File: config.mk
export PLATFORM = sky130hd
export DESIGN_NAME = mux8_reg
export DESIGN_NICKNAME = d
export VERILOG_FILES = /design/src/rtl/mux8_pkg.sv /design/src/rtl/mux8_comb.sv /design/src/rtl/mux8_reg.sv
export SDC_FILE = /design/constraint.sdc
export NUM_CORES = 1
export LEC_CHECK = 0
export BUFFER_PORTS_ARGS = -buffer_cell sky130_fd_sc_hd__buf_2
export CORE_ASPECT_RATIO = 1.4
export CORE_UTILIZATION = 45
export CTS_CLUSTER_DIAMETER = 200
export DETAILED_ROUTE_END_ITERATION = 6
export PLACE_DENSITY = 0.83
export SYNTH_ARGS = -nofsm -noshare
export SYNTH_HDL_FRONTEND = slang
export SYNTH_HIERARCHICAL = 1
export SYNTH_SLANG_ARGS = --single-unit
File: constraint.sdc
create_clock -name clk -period 4.6 [get_ports clk]
set_input_delay 1.38 -clock clk [delete_from_list [all_inputs] [get_ports clk]]
set_output_delay 1.38 -clock clk [all_outputs]
set_load 0.01 [all_outputs]
File: src/rtl/mux8_pkg.sv
// Shared types and helpers for the registered 8:1 word multiplexer.
package mux8_pkg;

  localparam int unsigned NUM_IN = 8;
  localparam int unsigned SEL_W  = 3;

  typedef logic [SEL_W-1:0] sel_t;

  function automatic logic [NUM_IN-1:0] onehot8(sel_t sel);
    logic [NUM_IN-1:0] oh;
    oh      = '0;
    oh[sel] = 1'b1;
    return oh;
  endfunction

endpackage

File: src/rtl/mux8_comb.sv
// Purely combinational 8:1 select of WIDTH-bit words.
module mux8_comb
  import mux8_pkg::*;
#(
  parameter int unsigned WIDTH = 4
) (
  input  logic [WIDTH-1:0] d [NUM_IN],
  input  logic [SEL_W-1:0] s,
  output logic [WIDTH-1:0] y
);

  // Every 3-bit select value is a legal index, so there is no out-of-range path.
  always_comb begin
    y = d[0];
    unique case (s)
      3'd0: y = d[0];
      3'd1: y = d[1];
      3'd2: y = d[2];
      3'd3: y = d[3];
      3'd4: y = d[4];
      3'd5: y = d[5];
      3'd6: y = d[6];
      3'd7: y = d[7];
      default: y = d[0];
    endcase
  end

endmodule

File: src/rtl/mux8_reg.sv
// Registered 8:1 word multiplexer with valid strobe, captured select and its one-hot decode.
module mux8_reg
  import mux8_pkg::*;
#(
  parameter int unsigned WIDTH = 4
) (
  input  logic               clk,
  input  logic               rst_n,
  input  logic               en,
  input  logic [WIDTH-1:0]   d [NUM_IN],
  input  logic [SEL_W-1:0]   s,
  output logic [WIDTH-1:0]   y_comb,
  output logic [WIDTH-1:0]   y,
  output logic               y_valid,
  output logic [SEL_W-1:0]   sel_q,
  output logic [NUM_IN-1:0]  sel_onehot
);

  logic [WIDTH-1:0]  y_d, y_q;
  logic [SEL_W-1:0]  sel_d, sel_r_q;
  logic [NUM_IN-1:0] oh_d, oh_q;
  logic              valid_d, valid_q;

  mux8_comb #(
    .WIDTH (WIDTH)
  ) u_comb (
    .d (d),
    .s (s),
    .y (y_comb)
  );

  always_comb begin
    y_d     = y_q;
    sel_d   = sel_r_q;
    oh_d    = oh_q;
    valid_d = en;
    if (en) begin
      y_d   = y_comb;
      sel_d = s;
      oh_d  = onehot8(s);
    end
  end

  // Reset one-hot matches the reset select of zero so exactly one bit is always set.
  always_ff @(posedge clk or negedge rst_n) begin
    if (!rst_n) begin
      y_q     <= '0;
      sel_r_q <= '0;
      oh_q    <= 8'h01;
      valid_q <= 1'b0;
    end else begin
      y_q     <= y_d;
      sel_r_q <= sel_d;
      oh_q    <= oh_d;
      valid_q <= valid_d;
    end
  end

  assign y          = y_q;
  assign sel_q      = sel_r_q;
  assign sel_onehot = oh_q;
  assign y_valid    = valid_q;

endmodule

# After elaboration in Yosys (flattened, before gate mapping)

Cells that the tools add are included.

Output and inout port bits: 20
Logic and storage cells: 18
Bits in registers: 16

Eq/ne operators: 7
Magnitude comparators: 2
Reduce and logical (&&, ||, !) cells: 2
Mux-type cells: 3

Operators by type and width:

| cell                                                 | count |
|---|---|
| case mux 4 bit (8 select lines)                      | 1 |
| equality test 3 bit (second input constant)          | 4 |
| equality test 3 x 2 -> 1 bit (second input constant) | 2 |
| < comparator 3 x 4 -> 1 bit (second input constant)  | 1 |
| demux 1 bit (select 3 bit)                           | 1 |
| equality test 3 x 1 -> 1 bit (second input constant) | 1 |
| >= comparator 3 x 1 -> 1 bit (second input constant) | 1 |
| zero test 3 bit                                      | 1 |
| logical AND 1 bit                                    | 1 |
| 2-to-1 mux 1 bit                                     | 1 |

# Longest topological paths before layout

Depth after elaboration: 4
Depth in mapped cells: 6

# By module

The synthesis kept the hierarchy.

Modules (own cells, without submodules):

| module    | area an instance (sq um) | instances | cells each | seq. area each (sq um) |
|---|---|---|---|---|
| mux8_reg  | 636.9                    | 1         | 50         | 401.6 |
| mux8_comb | 307.8                    | 1         | 39         | 0.0 |

# Least setup slack after synthesis

No wires, ideal clock.

Path kind: input to output
From: input s[1]
To: output y_comb[0]
Stages on the path: 5
Path buffers: 2
Arrival: 2.154 ns
Slack: 1.066 ns
Path through: buf_6 buf_8 nor3b_1 a211oi_1 o22a_1

Longest elaborated chain between the ends: 2
Elaborated cells between the ends (all ways): 9
Classes of those cells: eq/ne (7); mux (1); reduce/logical (1)

RTL lines:

| element                                     | RTL line        | source |
|---|---|---|
| start, declared                             | mux8_reg.sv:11  | `input logic [SEL_W-1:0] s,` |
| equality test 3 bit (tied with other cells) | mux8_comb.sv:15 | `unique case (s)` |
| case mux 4 bit (8 select lines) (*)         | mux8_comb.sv:15 |  |
| end, declared                               | mux8_reg.sv:12  | `output logic [WIDTH-1:0] y_comb,` |

Every way passes the cells marked *; elsewhere a longest branch is shown, timed or not.

# Worst setup path after layout

From: input s[1]
To: output y_comb[2]

The elaborated chain is that of the path after synthesis.

==> impl_metrics.csv <==
group,metric,value,unit
status,status,"finished, final reports clean",
final_layout,fin_nets,183,
final_layout,fillers,186,
synthesis,synthFlopType,"dfrtp_1",
routing,wirelength,2.12,mm
grt,antenna_found_initial,0,
worst_setup_path,worstPathRequired,3.22,ns
cts,clockBufferDepth,2,
synthesis,synth_area_per_cell,10.6,µm²
sta,setup-tns-final,0,ns
sta,drv_slew,0,
sta,timing.final.ws_setup,0.583,ns
floorplanning,die_y,56.2,µm
sta,rsz0062_at_grt,"false",
cts,cts_buffers,3,
grt,grt_pass1_vias,823,
routing,drt_iter0_markers,12,
worst_setup_path,worstSetupEndpointType,"output pin",
floorplanning,die-width,40.7,µm
min_path,hp-class,"register to register",
final_layout,layoutNonFillerInstCount,165,
cts,cts_sinks,16,
cts,cts_setup_buffers,0,
sta,period_minus_slack,4.02,ns
cts,insertion_delay,0.27,ns
placed_design,dp.cells,161,
worst_setup_path,crit_path_start_kind,"input port",
synthesis,netlist_top_cells_count,"15 x dfrtp_1, 11 x inv_1, 11 x mux2i_1",
grt,grt_pass1_wl,3.22,mm
grt,grtUsageTotal,19.9,%
floorplanning,rows,19,
grt,grt_max_degree,24,
run,cap_viol_max_count,0,
worst_setup_path,critPathMaxFanout,23,
sta,relSlewSlack,66.5,%
final_layout,final_cell_area,0.00123,mm²
cts,hold_buffers,0,
synthesis,synth_edf_count,0,
grt,globalRoute.totalOverflow,0,
routing,route.vias.total,865,
cts,root_buffer,"clkbuf_4",
cts,cts_max_level,1,
synthesis,ys_seq_elements,16,
placed_design,dpl_worst_slack,0.585,ns
sta,worst_slew_pin_slew,0.503,ns
cts,cts_tree,"built",
placed_design,place_congestion,0.763,
worst_setup_path,crit_arrival,2.64,ns
final_layout,synthToLayoutAreaGrowth,30.1,%
power,p_leak,0.641,nW
sta,finalSetupViolCount,0,
synthesis,async_flop_share,100,%
synthesis,yosysTopAreaCellShare,39.7,%
routing,ant_nets,0,
final_layout,layout-drive-gt1-share,48.6,%
synthesis,syn_nets,127,
routing,drc,0,
synthesis,yosys_warnings,6,
synthesis,synthTopCellsByArea,"dfrtp_1 40%, mux2i_1 12%, mux2_2 6.0%, o22ai_1 6.0%, inv_1 4.4%",
placed_design,dp_hpwl,1.64,mm
power,powerDensity,275,mW/mm²
power,total_power,0.000338,W
routing,vias_per_cell,5.24,
sta,hold_viol,0,
cts,cts_resized,0,
cts,clk_pin_slew,0.08,ns
worst_setup_path,path_class,"input port to output pin",
synthesis,synth_cells,89,
sta,fin_crit_sh,87.3,%
synthesis,yosys.cell_types.count,22,
floorplanning,die_area,0.00229,mm²
placed_design,portBuffers,57,
final_layout,num_antenna_cells,0,
synthesis,syn_area,945,µm²
sta,clock.fmax,249,MHz
placed_design,place_area,0.00119,mm²
synthesis,yosysMostFrequentCell,"dfrtp_1",
floorplanning,ios,58,
floorplanning,core-area,0.00197,mm²
routing,dr.pass1.iters,4,
power,vdd_ir_drop_max,0.212,mV
synthesis,yosys.area.top_type,"dfrtp_1",
sta,skew,0,ns
synthesis,ys_seq_area_share,42.5,%
floorplanning,initial_core_util,47.9,%
routing,wl_per_cell,12.8,µm
## sequential cells by signal, summed over array words and instances (netlist names)
signal,count
y_valid,1
sel_onehot,8
sel_q,3
y,4
## stage by stage
step,hold slack (ns),util [%]
CTS,0.499,62.3
finish,0.495,62.3
global placement,0.476,60.4
global route,0.522,62.3
detailed placement,0.483,60.4
floorplan,0.497,-
## layer usage
metal | global-route usage [%] | part of all wire [%] | vias up
met1 | 23.2 | 40 | 391
met3 | 2.00 | 10 | 0
met5 | 0 | 0 | -
met4 | 7.14 | 0 | 0
met2 | 34.7 | 50 | 43
li1 | - | - | 431
## layout by cell type (no fill, tap or decap)
cell and count:
o21ai_0 1, nand2_1 4, buf_2 57, dfstp_2 1, o32a_1 1, a211oi_1 4
o22ai_1 9, nor2_1 3, mux2i_1 11, inv_1 11, o22a_1 3, clkbuf_4 3
a22o_1 1, o21ai_1 1, a21oi_1 1, clkbuf_8 1, o32ai_2 2, nand2_2 1
nand2b_1 6, mux2_2 5, nor3b_1 3, dfrtp_1 15
## critical path, cell delays in order
cell	delay, ns
buf_2	0.41
nand2b_1	0.12
a22o_1	0.23
o32a_1	0.36
buf_2	0.14
## path summary, 6_finish.rpt
check | startpoint | to | slack, ns | cells past startpoint
worst max-delay path | s[1] | y_comb[2] | 0.58 | 5
worst min-delay path | sel_onehot[0] | sel_onehot[0] | 0.50 | 2
worst max register to register | sel_onehot[0] | sel_onehot[0] | 3.83 | 2
worst min register to register | sel_onehot[0] | sel_onehot[0] | 0.50 | 2
max in group asynchronous | rst_n | sel_onehot[0] | 3.31 | 1
min in group asynchronous | rst_n | sel_onehot[5] | 0.99 | 1
## layout make-up
cell class                 count  area, µm²  area share, %
clock buffer                   4       36.3           2.95
timing repair buffer          57        285           23.2
inverter                      11       41.3           3.36
sequential                    16        402           32.7
multi-input combinational     56        438           35.6
tap                           21       26.3           2.14
## where the power goes
group          leakage (nW)  switching (W)  internal, W
registers             0.200     0.00000636     0.000154
clock network        0.0210      0.0000402    0.0000481
logic                 0.420      0.0000455    0.0000444
total                 0.641      0.0000921     0.000246
## kinds of logic (layout without fill, tap and decap cells)
family | Yosys count | after routing | share of synthesized area [%]
AOI/OAI and AO/OA | 23 | 23 | 18.9
and+or+nand+nor | 17 | 17 | 9.80
muxes | 16 | 16 | 17.6
DFF | 16 | 16 | 42.5
buffers and inverters | 17 | 72 | 11.1
(Power assumes the default switching activity.)
